==> config.mk <==
export PLATFORM = sky130hd
export DESIGN_NAME = hazard_stall_ctrl_flat
export DESIGN_NICKNAME = d
export VERILOG_FILES = /design/src/rtl/hazard_stall_ctrl_if.sv /design/src/rtl/hazard_stall_ctrl.sv /design/src/flat_wrapper.sv
export SDC_FILE = /design/constraint.sdc
export NUM_CORES = 1
export LEC_CHECK = 0
export BUFFER_PORTS_ARGS = -buffer_cell sky130_fd_sc_hd__buf_2
export CAP_MARGIN = 20
export CORE_MARGIN = 3
export CORE_UTILIZATION = 40
export CTS_BUF_LIST = sky130_fd_sc_hd__clkbuf_4
export CTS_CLUSTER_DIAMETER = 120
export DETAILED_ROUTE_END_ITERATION = 7
export PLACE_DENSITY = 0.72
export RECOVER_POWER = 50
export SLEW_MARGIN = 10
export SYNTH_ARGS = -nofsm -noshare
export SYNTH_HDL_FRONTEND = slang
export SYNTH_SLANG_ARGS = --single-unit
==> constraint.sdc <==
create_clock -name clk -period 3.3 [get_ports clk]
set_clock_uncertainty 0.2 [all_clocks]
set_input_delay 0.165 -clock clk [delete_from_list [all_inputs] [get_ports clk]]
set_output_delay 0.165 -clock clk [all_outputs]
set_load 0.005 [all_outputs]
==> src/rtl/hazard_stall_ctrl_if.sv <==
// Hazard/stall controller bus: decoder-side hazard inputs toward the
// controller, stall/bubble/busy outputs back to the pipeline.
// Optional macro HAZARD_PERF_CNT_EN adds the stall_cycles counter output.
interface hazard_stall_ctrl_if;
    logic [4:0]  id_rs;
    logic [4:0]  id_rt;
    logic [1:0]  id_tuse_rs;
    logic [1:0]  id_tuse_rt;
    logic        id_md_use;
    logic [4:0]  ex_wreg;
    logic [1:0]  ex_tnew;
    logic [4:0]  mem_wreg;
    logic [1:0]  mem_tnew;
    logic        ex_md_start;
    logic        ex_md_div;
    logic        pc_en;
    logic        if_id_en;
    logic        id_ex_clr;
    logic        md_busy;
`ifdef HAZARD_PERF_CNT_EN
    logic [31:0] stall_cycles;
`endif

    // Pipeline side: supplies hazard info, consumes stall controls
    modport master (
        output id_rs, id_rt, id_tuse_rs, id_tuse_rt, id_md_use,
        output ex_wreg, ex_tnew, mem_wreg, mem_tnew, ex_md_start, ex_md_div,
        input  pc_en, if_id_en, id_ex_clr,
`ifdef HAZARD_PERF_CNT_EN
        input  stall_cycles,
`endif
        input  md_busy
    );

    // Controller side
    modport slave (
        input  id_rs, id_rt, id_tuse_rs, id_tuse_rt, id_md_use,
        input  ex_wreg, ex_tnew, mem_wreg, mem_tnew, ex_md_start, ex_md_div,
        output pc_en, if_id_en, id_ex_clr,
`ifdef HAZARD_PERF_CNT_EN
        output stall_cycles,
`endif
        output md_busy
    );
endinterface

==> src/rtl/hazard_stall_ctrl.sv <==
// Stall/bubble controller for the 5-stage pipeline.
// Register hazards use the Tuse/Tnew model (per source, combinational);
// the multiply/divide unit is tracked by a busy down-counter FSM.
// Optional macro HAZARD_PERF_CNT_EN adds a 32-bit wrapping stall cycle counter.
module hazard_stall_ctrl #(
    parameter int MULT_CYCLES = 5,
    parameter int DIV_CYCLES  = 10,
    parameter int CNT_W       = 4   // must hold max(MULT_CYCLES, DIV_CYCLES)
) (
    input  logic                clk,
    input  logic                reset,
    hazard_stall_ctrl_if.slave  bus
);
    localparam int NUM_SRC = 2;  // source 0 = rs, source 1 = rt

    typedef enum logic {MD_IDLE, MD_BUSY} md_state_e;

    md_state_e              state_q, state_d;
    logic [CNT_W-1:0]       cnt_q, cnt_d;
    logic                   md_busy_q, md_busy_d;

    logic [NUM_SRC-1:0][4:0] src_idx;
    logic [NUM_SRC-1:0][1:0] src_tuse;
    logic [NUM_SRC-1:0]      src_haz;
    logic                    md_haz;
    logic                    stall;

    assign src_idx  = {bus.id_rt, bus.id_rs};
    assign src_tuse = {bus.id_tuse_rt, bus.id_tuse_rs};

    // Per-source hazard: a producer still in flight whose result is due
    // later than this source is needed. Index 0 is never a real dependency.
    // Tuse=3 can never be exceeded by Tnew<=2, so unused sources drop out.
    for (genvar g = 0; g < NUM_SRC; g++) begin : g_src
        assign src_haz[g] = (src_idx[g] != 5'd0) &&
            ((bus.ex_wreg  == src_idx[g] && bus.ex_tnew  > src_tuse[g]) ||
             (bus.mem_wreg == src_idx[g] && bus.mem_tnew > src_tuse[g]));
    end

    // Stall decision: MD users wait while the unit runs, including the
    // start cycle itself which the registered busy flag does not yet show.
    always_comb begin
        md_haz = bus.id_md_use && (md_busy_q || bus.ex_md_start);
        stall  = (|src_haz) || md_haz;
    end

    assign bus.pc_en     = !stall;
    assign bus.if_id_en  = !stall;
    assign bus.id_ex_clr = stall;
    assign bus.md_busy   = md_busy_q;

    // MD busy counter next state; a start while busy is ignored.
    always_comb begin
        state_d = state_q;
        cnt_d   = cnt_q;
        case (state_q)
            MD_IDLE: begin
                if (bus.ex_md_start) begin
                    cnt_d   = bus.ex_md_div ? CNT_W'(DIV_CYCLES) : CNT_W'(MULT_CYCLES);
                    state_d = MD_BUSY;
                end
            end
            MD_BUSY: begin
                cnt_d = cnt_q - CNT_W'(1);
                if (cnt_q == CNT_W'(1)) state_d = MD_IDLE;
            end
            default: begin
                cnt_d   = '0;
                state_d = MD_IDLE;
            end
        endcase
        md_busy_d = (state_d == MD_BUSY);
    end

    // MD FSM registers with registered busy output
    always_ff @(posedge clk) begin
        if (reset) begin
            state_q   <= MD_IDLE;
            cnt_q     <= '0;
            md_busy_q <= 1'b0;
        end else begin
            state_q   <= state_d;
            cnt_q     <= cnt_d;
            md_busy_q <= md_busy_d;
        end
    end

`ifdef HAZARD_PERF_CNT_EN
    logic [31:0] stall_cycles_q, stall_cycles_d;

    // Stall cycle count, wraps naturally at 2^32
    always_comb begin
        stall_cycles_d = stall ? stall_cycles_q + 32'd1 : stall_cycles_q;
    end

    // Perf counter register
    always_ff @(posedge clk) begin
        if (reset) stall_cycles_q <= '0;
        else       stall_cycles_q <= stall_cycles_d;
    end

    assign bus.stall_cycles = stall_cycles_q;
`endif
endmodule

==> src/flat_wrapper.sv <==
// flat-port wrapper written by rule: the top's interface ports become plain ports
module hazard_stall_ctrl_flat 
#(
    parameter int MULT_CYCLES = 5,
    parameter int DIV_CYCLES  = 10,
    parameter int CNT_W       = 4                                            
)
  (clk, reset, bus_id_rs, bus_id_rt, bus_id_tuse_rs, bus_id_tuse_rt, bus_id_md_use, bus_ex_wreg, bus_ex_tnew, bus_mem_wreg, bus_mem_tnew, bus_ex_md_start, bus_ex_md_div, bus_pc_en, bus_if_id_en, bus_id_ex_clr, bus_md_busy);
  hazard_stall_ctrl_if bus_i ();
  input  logic clk;
  input  logic reset;
  input wire logic [$bits(bus_i.id_rs)-1:0] bus_id_rs;
  input wire logic [$bits(bus_i.id_rt)-1:0] bus_id_rt;
  input wire logic [$bits(bus_i.id_tuse_rs)-1:0] bus_id_tuse_rs;
  input wire logic [$bits(bus_i.id_tuse_rt)-1:0] bus_id_tuse_rt;
  input wire logic [$bits(bus_i.id_md_use)-1:0] bus_id_md_use;
  input wire logic [$bits(bus_i.ex_wreg)-1:0] bus_ex_wreg;
  input wire logic [$bits(bus_i.ex_tnew)-1:0] bus_ex_tnew;
  input wire logic [$bits(bus_i.mem_wreg)-1:0] bus_mem_wreg;
  input wire logic [$bits(bus_i.mem_tnew)-1:0] bus_mem_tnew;
  input wire logic [$bits(bus_i.ex_md_start)-1:0] bus_ex_md_start;
  input wire logic [$bits(bus_i.ex_md_div)-1:0] bus_ex_md_div;
  output wire logic [$bits(bus_i.pc_en)-1:0] bus_pc_en;
  output wire logic [$bits(bus_i.if_id_en)-1:0] bus_if_id_en;
  output wire logic [$bits(bus_i.id_ex_clr)-1:0] bus_id_ex_clr;
  output wire logic [$bits(bus_i.md_busy)-1:0] bus_md_busy;
  assign bus_i.id_rs = bus_id_rs;
  assign bus_i.id_rt = bus_id_rt;
  assign bus_i.id_tuse_rs = bus_id_tuse_rs;
  assign bus_i.id_tuse_rt = bus_id_tuse_rt;
  assign bus_i.id_md_use = bus_id_md_use;
  assign bus_i.ex_wreg = bus_ex_wreg;
  assign bus_i.ex_tnew = bus_ex_tnew;
  assign bus_i.mem_wreg = bus_mem_wreg;
  assign bus_i.mem_tnew = bus_mem_tnew;
  assign bus_i.ex_md_start = bus_ex_md_start;
  assign bus_i.ex_md_div = bus_ex_md_div;
  assign bus_pc_en = bus_i.pc_en;
  assign bus_if_id_en = bus_i.if_id_en;
  assign bus_id_ex_clr = bus_i.id_ex_clr;
  assign bus_md_busy = bus_i.md_busy;
  hazard_stall_ctrl #(.MULT_CYCLES(MULT_CYCLES), .DIV_CYCLES(DIV_CYCLES), .CNT_W(CNT_W)) u_core (.clk(clk), .reset(reset), .bus(bus_i));
endmodule
==> out/summary.txt, run 1 <==
status: complete, no violations
Clk Latency, worst-skew pair: 250 ps
Syn Nets: 136
cts repair resizes: 0
Max VDD drop: 0.000196 V
layout cells sized above 1: 29.5%
Pwr Total: 255 uW
crit path from: bus_id_tuse_rt[1]
max incr delay on CP: 290 ps
Hold-fix buffers, CTS: 1
Synth Area per Inst: 7.59 um2
Min-Delay Path Class: input pin to flop
sequence of cells on the critical path: buf_2 > inv_1 > ha_1 > nor2b_1 > o21ai_0 > a2111oi_1 > o22ai_1 > and3_1 > buf_2
hold_sp: bus_ex_md_div
worst slew pin tran: 331 ps
worst relative slew slack: 77.9%
Multi-input gate area: 556 um2
Max Cap Viol: 0
I/O Pins: 37
dpl cell area: 893 um2
# fillers: 155
vias per cell: 5.20
CTS tree: yes
synthesized instance count: 93
WP buf/inv: 3
cts bufs inserted: 3
WL/cell: 12.2 um
CP Class: input pin to output port
minimum clock period: 1890 ps
# rows: 14
Design Area, Final: 930 um2
gr ovfl total: 0
Setup TNS: 0 ps
sequential-to-total area share from yosys stat: 14.2%
Achievable Freq: 0.530 GHz
Die ar.: 2300 um2
Pins Over Slew Limit: 0
gpl congestion: 0.778
sequential standard cell area: 100 um2
die width: 48 um
total track usage: 16.7%
first-pass GRT wire length: 2710 um
CTS Buffer Depth: 2
Final Hold Viols: 0
CTS root buffer: clkbuf_4
I/O Buffers: 36
most common cell after layout, fill and taps aside: buf_2
LEAKAGE: 0.444 nW
CP dominant cell by count: buf_2
DRT iter0 DRCs: 14
Worst path slowest cell: ha_1
n_diodes: 0
Starting Density: 44.8%
final setup fails: 0
Synth Cell Area: 706 um2
worst path required time: 2930 ps
critical path's top delay family: compound AO/OA/AOI/OAI gates
Worst setup SP type: input pin
Routed WL: 1800 um
worst-path fanout max: 2
hpwl dp: 1600 um
commonest non-fill, non-tap cells in the layout: buf_2 (35), xnor2_1 (13), inv_1 (10), ha_1 (10), xor2_1 (7)
Synth Register Bits: 5
crit path DAT: 1520 ps
drc violations: 0
Clk pin slew, worst setup/hold paths: 50 ps
setup bufs post-CTS: 0
Tcrit/Tclk final: 57.2%
Nets: 176
unique cell type count in the Yosys netlist: 24
worst reg2reg path startpoint: u_core.state_q
Post-DRT Antenna Nets: 0
Critical Path End Type: output port
via count: 770
Max H-tree Level: 1
vias in the first global route: 694
yosys synthesis warning count: 0
Syn-to-layout area delta: 31.7%
die height: 48 um
clk sinks: 5
largest net degree at the start of global routing: 11
RSZ-0062 raised after global routing: no
power per cell area: 274 nW/um2
Core ar.: 1580 um2
drt first pass iters: 4
initial antenna violation count: 0
## cells by family (layout without fill, tap and decap cells)
kind of cell	count (synthesis)	in the layout	share of synthesized area, %
flops	5	5	14.2
xor+xnor	20	20	24.8
buf+inv	12	51	7.09
simple gates	30	30	22.5
fa+ha+maj	10	10	17.7
compound gates	16	16	13.7
## registers in the layout, indices dropped and copies added (netlist names)
register        cells
u_core.state_q      1
u_core.cnt_q        4
## stage by stage
| stage | hold WS, ps | utilization, % | setup WS [ps] | cells |
|---|---|---|---|---|
| after CTS | 95.1 | 59.0 | 1400 | 148 |
| after floorplan | 37.4 | - | 1600 | 93 |
| after global placement | 202 | 56.7 | 1430 | 143 |
| final | 102 | 59.0 | 1410 | 148 |
| after global routing | 114 | 59.0 | 1130 | 148 |
| after detailed placement | 194 | 56.7 | 1400 | 143 |
## synth_stat cells
| cell type | number | area, um2 |
|---|---|---|
| buf_2 | 1 | 5.00 |
| and3_1 | 1 | 6.26 |
| dfxtp_1 | 5 | 100 |
| nor4b_1 | 1 | 8.76 |
| xor2_1 | 7 | 61.3 |
| ha_1 | 10 | 125 |
| nand4_1 | 3 | 18.8 |
| nor4_1 | 3 | 18.8 |
| nor3_1 | 4 | 20.0 |
| buf_4 | 1 | 7.51 |
| nand3b_1 | 1 | 7.51 |
| a2111oi_1 | 1 | 10.0 |
| nor2b_1 | 2 | 12.5 |
| a21oi_1 | 5 | 25.0 |
| or4_1 | 2 | 15.0 |
| nand3_1 | 2 | 10.0 |
| o21bai_1 | 2 | 15.0 |
| nand2_1 | 6 | 22.5 |
| xnor2_1 | 13 | 114 |
| o22ai_1 | 2 | 12.5 |
| o21ai_0 | 5 | 25.0 |
| inv_1 | 10 | 37.5 |
| a221oi_1 | 1 | 8.76 |
| nor2_1 | 5 | 18.8 |
## report_power, final
group          switching (mW)  leakage [nW]  internal [mW]
sequential            0.00684        0.0416         0.0670
clock                  0.0289        0.0177         0.0440
combinational          0.0539         0.385         0.0543
## worst register-to-register path, stage by stage, from the launching register on
cell and delay [ps]:
dfxtp_1 490, nor2_1 130, o21bai_1 170, a221oi_1 290, nor2_1 70
## routing by layer
metal  track usage [%]  part of all wire, %  up-vias
met1              21.1                   42      336
met3              4.89                  7.9        3
li1                  -                    -      402
met4              3.23                 0.61        0
met2              28.0                   49       29
met5                 0                    0        -
## path summary, 6_finish.rpt
path / endpoint / slack (ps) / cells past startpoint
max: bus_pc_en / 1410 / 9
min: u_core.cnt_q[0] / 100 / 4
max reg2reg: u_core.cnt_q[2] / 1830 / 4
min reg2reg: u_core.cnt_q[3] / 330 / 2
## layout make-up
class | count | area share (%)
clock inverter | 1 | 0.538
multi-input combinational | 76 | 59.8
clock buffer | 3 | 2.42
sequential | 5 | 10.8
inverter | 10 | 4.04
timing repair buffer | 37 | 20.3
tap | 16 | 2.15
(Power assumes the default switching activity.)
==> run 2, diff against run 1 <==
--- a/config.mk
+++ b/config.mk
@@ -5,6 +5,7 @@
 export SDC_FILE = /design/constraint.sdc
 export NUM_CORES = 1
 export LEC_CHECK = 0
+export ABC_AREA = 1
 export BUFFER_PORTS_ARGS = -buffer_cell sky130_fd_sc_hd__buf_2
 export CAP_MARGIN = 20
 export CORE_MARGIN = 3
==> constraint.sdc (replaced) <==
create_clock -name clk -period 1.7 [get_ports clk]
set_clock_uncertainty 0.2 [all_clocks]
set_input_delay 0.085 -clock clk [delete_from_list [all_inputs] [get_ports clk]]
set_output_delay 0.085 -clock clk [all_outputs]
set_load 0.005 [all_outputs]
==> run 2 against run 1 <==
Combinational power increased by 140%. Non-clock buffer count is 3 higher. Die area grew 20%. Synthesized cell count grew 72%. Flip-flop and latch count stayed put. Clock-buffer cell count is 1 higher. Sequential power is 99% higher.
==> out/summary.txt, run 2 <==
complex-gate fraction of the synthesized area: 10.3% (-3.4 points)
layout cells sized above 1: 27.1% (-2.5 points)
worst path required time: 1680 ps (-1250 ps)
Min-Delay Path Class: input pin to flop
power per cell area: 497 nW/um2 (+81%)
Layout Cells excl Fill: 230 (+55%)
crit path DAT: 1550 ps (+30 ps)
post-synth top area cell: nand2_1
Post-DRT Antenna Nets: 0 (unchanged)
CTS root buffer: clkbuf_4
Synth Cell Area: 866 um2 (+23%)
unique cell type count in the Yosys netlist: 24 (unchanged)
Starting Density: 43.2% (-1.5 points)
Area contributors post-synth: nand2_1 (25%), ha_1 (14%), inv_1 (12%)
sequence of cells on the critical path: inv_1 > nand3_1 > dlygate4sd3_1 > a31oi_1
CTS tree: yes
top flop regs: u_core.cnt_q x4, u_core.state_q x1
Core ar.: 2000 um2 (+27%)
Max VDD drop: 0.000462 V (+140%)
Achievable Freq: 0.635 GHz
Most flops, register: u_core.cnt_q
drc violations: 0 (unchanged)
# fillers: 225 (+45%)
status: complete, no violations
cts bufs inserted: 3 (unchanged)
I/O Pins: 37 (unchanged)
clk sinks: 5 (unchanged)
synthesized instance count: 160 (+72%)
Final WS setup: 125 ps (-1290 ps)
worst relative slew slack: 79.4% (+1.5 points)
Clk pin slew, worst setup/hold paths: 50 ps (about the same)
Clk Latency, worst-skew pair: 250 ps (about the same)
Max Cap Viol: 0 (unchanged)
Nets: 247 (+40%)
setup bufs post-CTS: 0 (unchanged)
largest family of logic cells by synthesized area: simple AND/OR/NAND/NOR gates
Final Hold Viols: 0 (unchanged)
vias in the first global route: 1,039 (+50%)
max incr delay on CP: 590 ps (+300 ps)
Finished Core Util: 57.3% (-1.7 points)
most common cell after layout, fill and taps aside: nand2_1
Synth async-reset ratio: 0% (unchanged)
initial antenna violation count: 0 (unchanged)
first-pass GRT wire length: 3880 um (+43%)
die width: 52.5 um (+9.4%)
vias per cell: 4.75 (-8.7%)
WL/cell: 10.9 um (-11%)
total track usage: 18.7% (+2.0 points)
Die ar.: 2760 um2 (+20%)
post-synthesis mux area share: 0% (unchanged)
gpl congestion: 0.827 (+6.3%)
max reg flops: 4 (unchanged)
n_diodes: 0 (unchanged)
DRT iter0 DRCs: 13 (-1)
I/O Buffers: 36 (unchanged)
EDFF count, synth: 0 (unchanged)
Routed WL: 2500 um (+38%)
Setup TNS: 0 ps (unchanged)
Place WS: 201 ps (-1200 ps)
area share of xor/xnor cells in the synthesized design: 4.05% (-21 points)
Critical Path End Type: flop
Syn-to-layout area delta: 32.4%
sequential standard cell area: 101 um2 (+1.2%)
commonest non-fill, non-tap cells in the layout: nand2_1 (57), buf_2 (36), inv_1 (28)
Max H-tree Level: 1 (unchanged)
RSZ-0062 raised after global routing: no
CTS Buffer Depth: 2 (unchanged)
flop-to-flop setup slack: 130 ps (-1700 ps)
Pins Over Slew Limit: 0 (unchanged)
worst-path fanout max: 6 (+4)
simple logic cell fraction of the synthesized area: 43.6% (+21 points)
# rows: 16 (+2)
Post-Place Cells: 222 (+55%)
Syn Nets: 203 (+49%)
critical path's top delay family: buffers and inverters
largest net degree at the start of global routing: 7 (-4)
most frequent cell after synthesis: nand2_1
final setup fails: 0 (unchanged)
Synth Register Bits: 5 (unchanged)
CP Class: flop to flop
LEAKAGE: 0.721 nW (+62%)
Synth Area per Inst: 5.41 um2 (-29%)
Most used DFF post-synth: dfxtp_1
Synth Area in Adders: 14.5% (-3.3 points)
Multi-input gate area: 629 um2 (+13%)
worst slew pin tran: 307 ps (-23.3 ps)
top cells by count, synth: nand2_1 (57), inv_1 (28), nor2_1 (17), ha_1 (10), nand3_1 (9)
Tcrit/Tclk final: 92.6%
WP buf/inv: 2 (-1)
Worst path slowest cell: dlygate4sd3_1
sequential-to-total area share from yosys stat: 11.6% (-2.6 points)
top cell type's share of synthesized area: 24.7% (+7.0 points)
yosys synthesis warning count: 0 (unchanged)
die height: 52.5 um (+9.4%)
minimum clock period: 1570 ps
via count: 1,092 (+42%)
hpwl dp: 2030 um (+27%)
gr ovfl total: 0 (unchanged)
Worst setup SP type: flop
drt first pass iters: 4 (unchanged)
[run 2: cell count changes in the layout (fill, tap and decap cells not counted), moves of 5 or more]
| cell | delta |
|---|---|
| inv_1 | +18 |
| inv_2 | +7 |
| nand2_1 | +51 |
| nand3_1 | +7 |
| nor2_1 | +11 |
| xnor2_1 | -11 |
| xor2_1 | -5 |
[run 2: repair_timing]
| item | in CTS | in global routing |
|---|---|---|
| setup endpoints to repair | 0 | 3 |
| hold endpoints to repair | 5 | 0 |
| gates resized for setup | 0 | 2 |
| hold buffers | 4 | 0 |
[run 2: layer usage]
layer	up-vias	GRT usage, %	routed length, um
met5	-	0	0
met4	0	5.11	19
met3	3	1.99	103
met2	30	40.3	1340
met1	486	17.6	1030
li1	573	-	-
[run 2: power by group]
part / internal (mW) / switching (mW) / total (mW)
clock: 0.105 / 0.0568 / 0.162
sequential: 0.131 / 0.0160 / 0.147
combinational: 0.118 / 0.142 / 0.261
[run 2: logic make-up after synthesis]
| family | Yosys count |
|---|---|
| simple gates | 91 |
| flops | 5 |
| xor+xnor | 4 |
| buf+inv | 36 |
| fa+ha+maj | 10 |
| compound gates | 14 |
[run 2: stage by stage]
| step | hold slack, ps | instance area [um2] | total power [mW] |
|---|---|---|---|
| after global placement | 76.6 | 1070 | 0.384 |
| after global routing | 63.9 | 1150 | 0.612 |
| after detailed placement | 80.6 | 1070 | 0.394 |
| after floorplan | -45.6 | 866 | 0.300 |
| final | 29.3 | 1150 | 0.569 |
| after CTS | 40.3 | 1140 | 0.566 |
[run 2: path summary, 6_finish.rpt]
check / endpoint / from / cells past startpoint
worst min register to register: u_core.cnt_q[3] / u_core.cnt_q[3] / 2
worst min-delay path: u_core.state_q / bus_ex_md_start / 3
worst max-delay path: u_core.cnt_q[3] / u_core.state_q / 4
worst max register to register: u_core.cnt_q[3] / u_core.state_q / 4
[run 2: final cells by class]
cell class | count | area share [%]
inverters | 35 | 11.5
well taps | 27 | 2.95
repair buffers | 40 | 19.2
clock buffers | 4 | 2.62
flip-flops and latches | 5 | 8.84
multi-input cells | 119 | 54.9
[run 2: worst min-delay path, stage by stage]
cell and delay (ps):
buf_2 110, nor2_2 150, a311oi_1 80
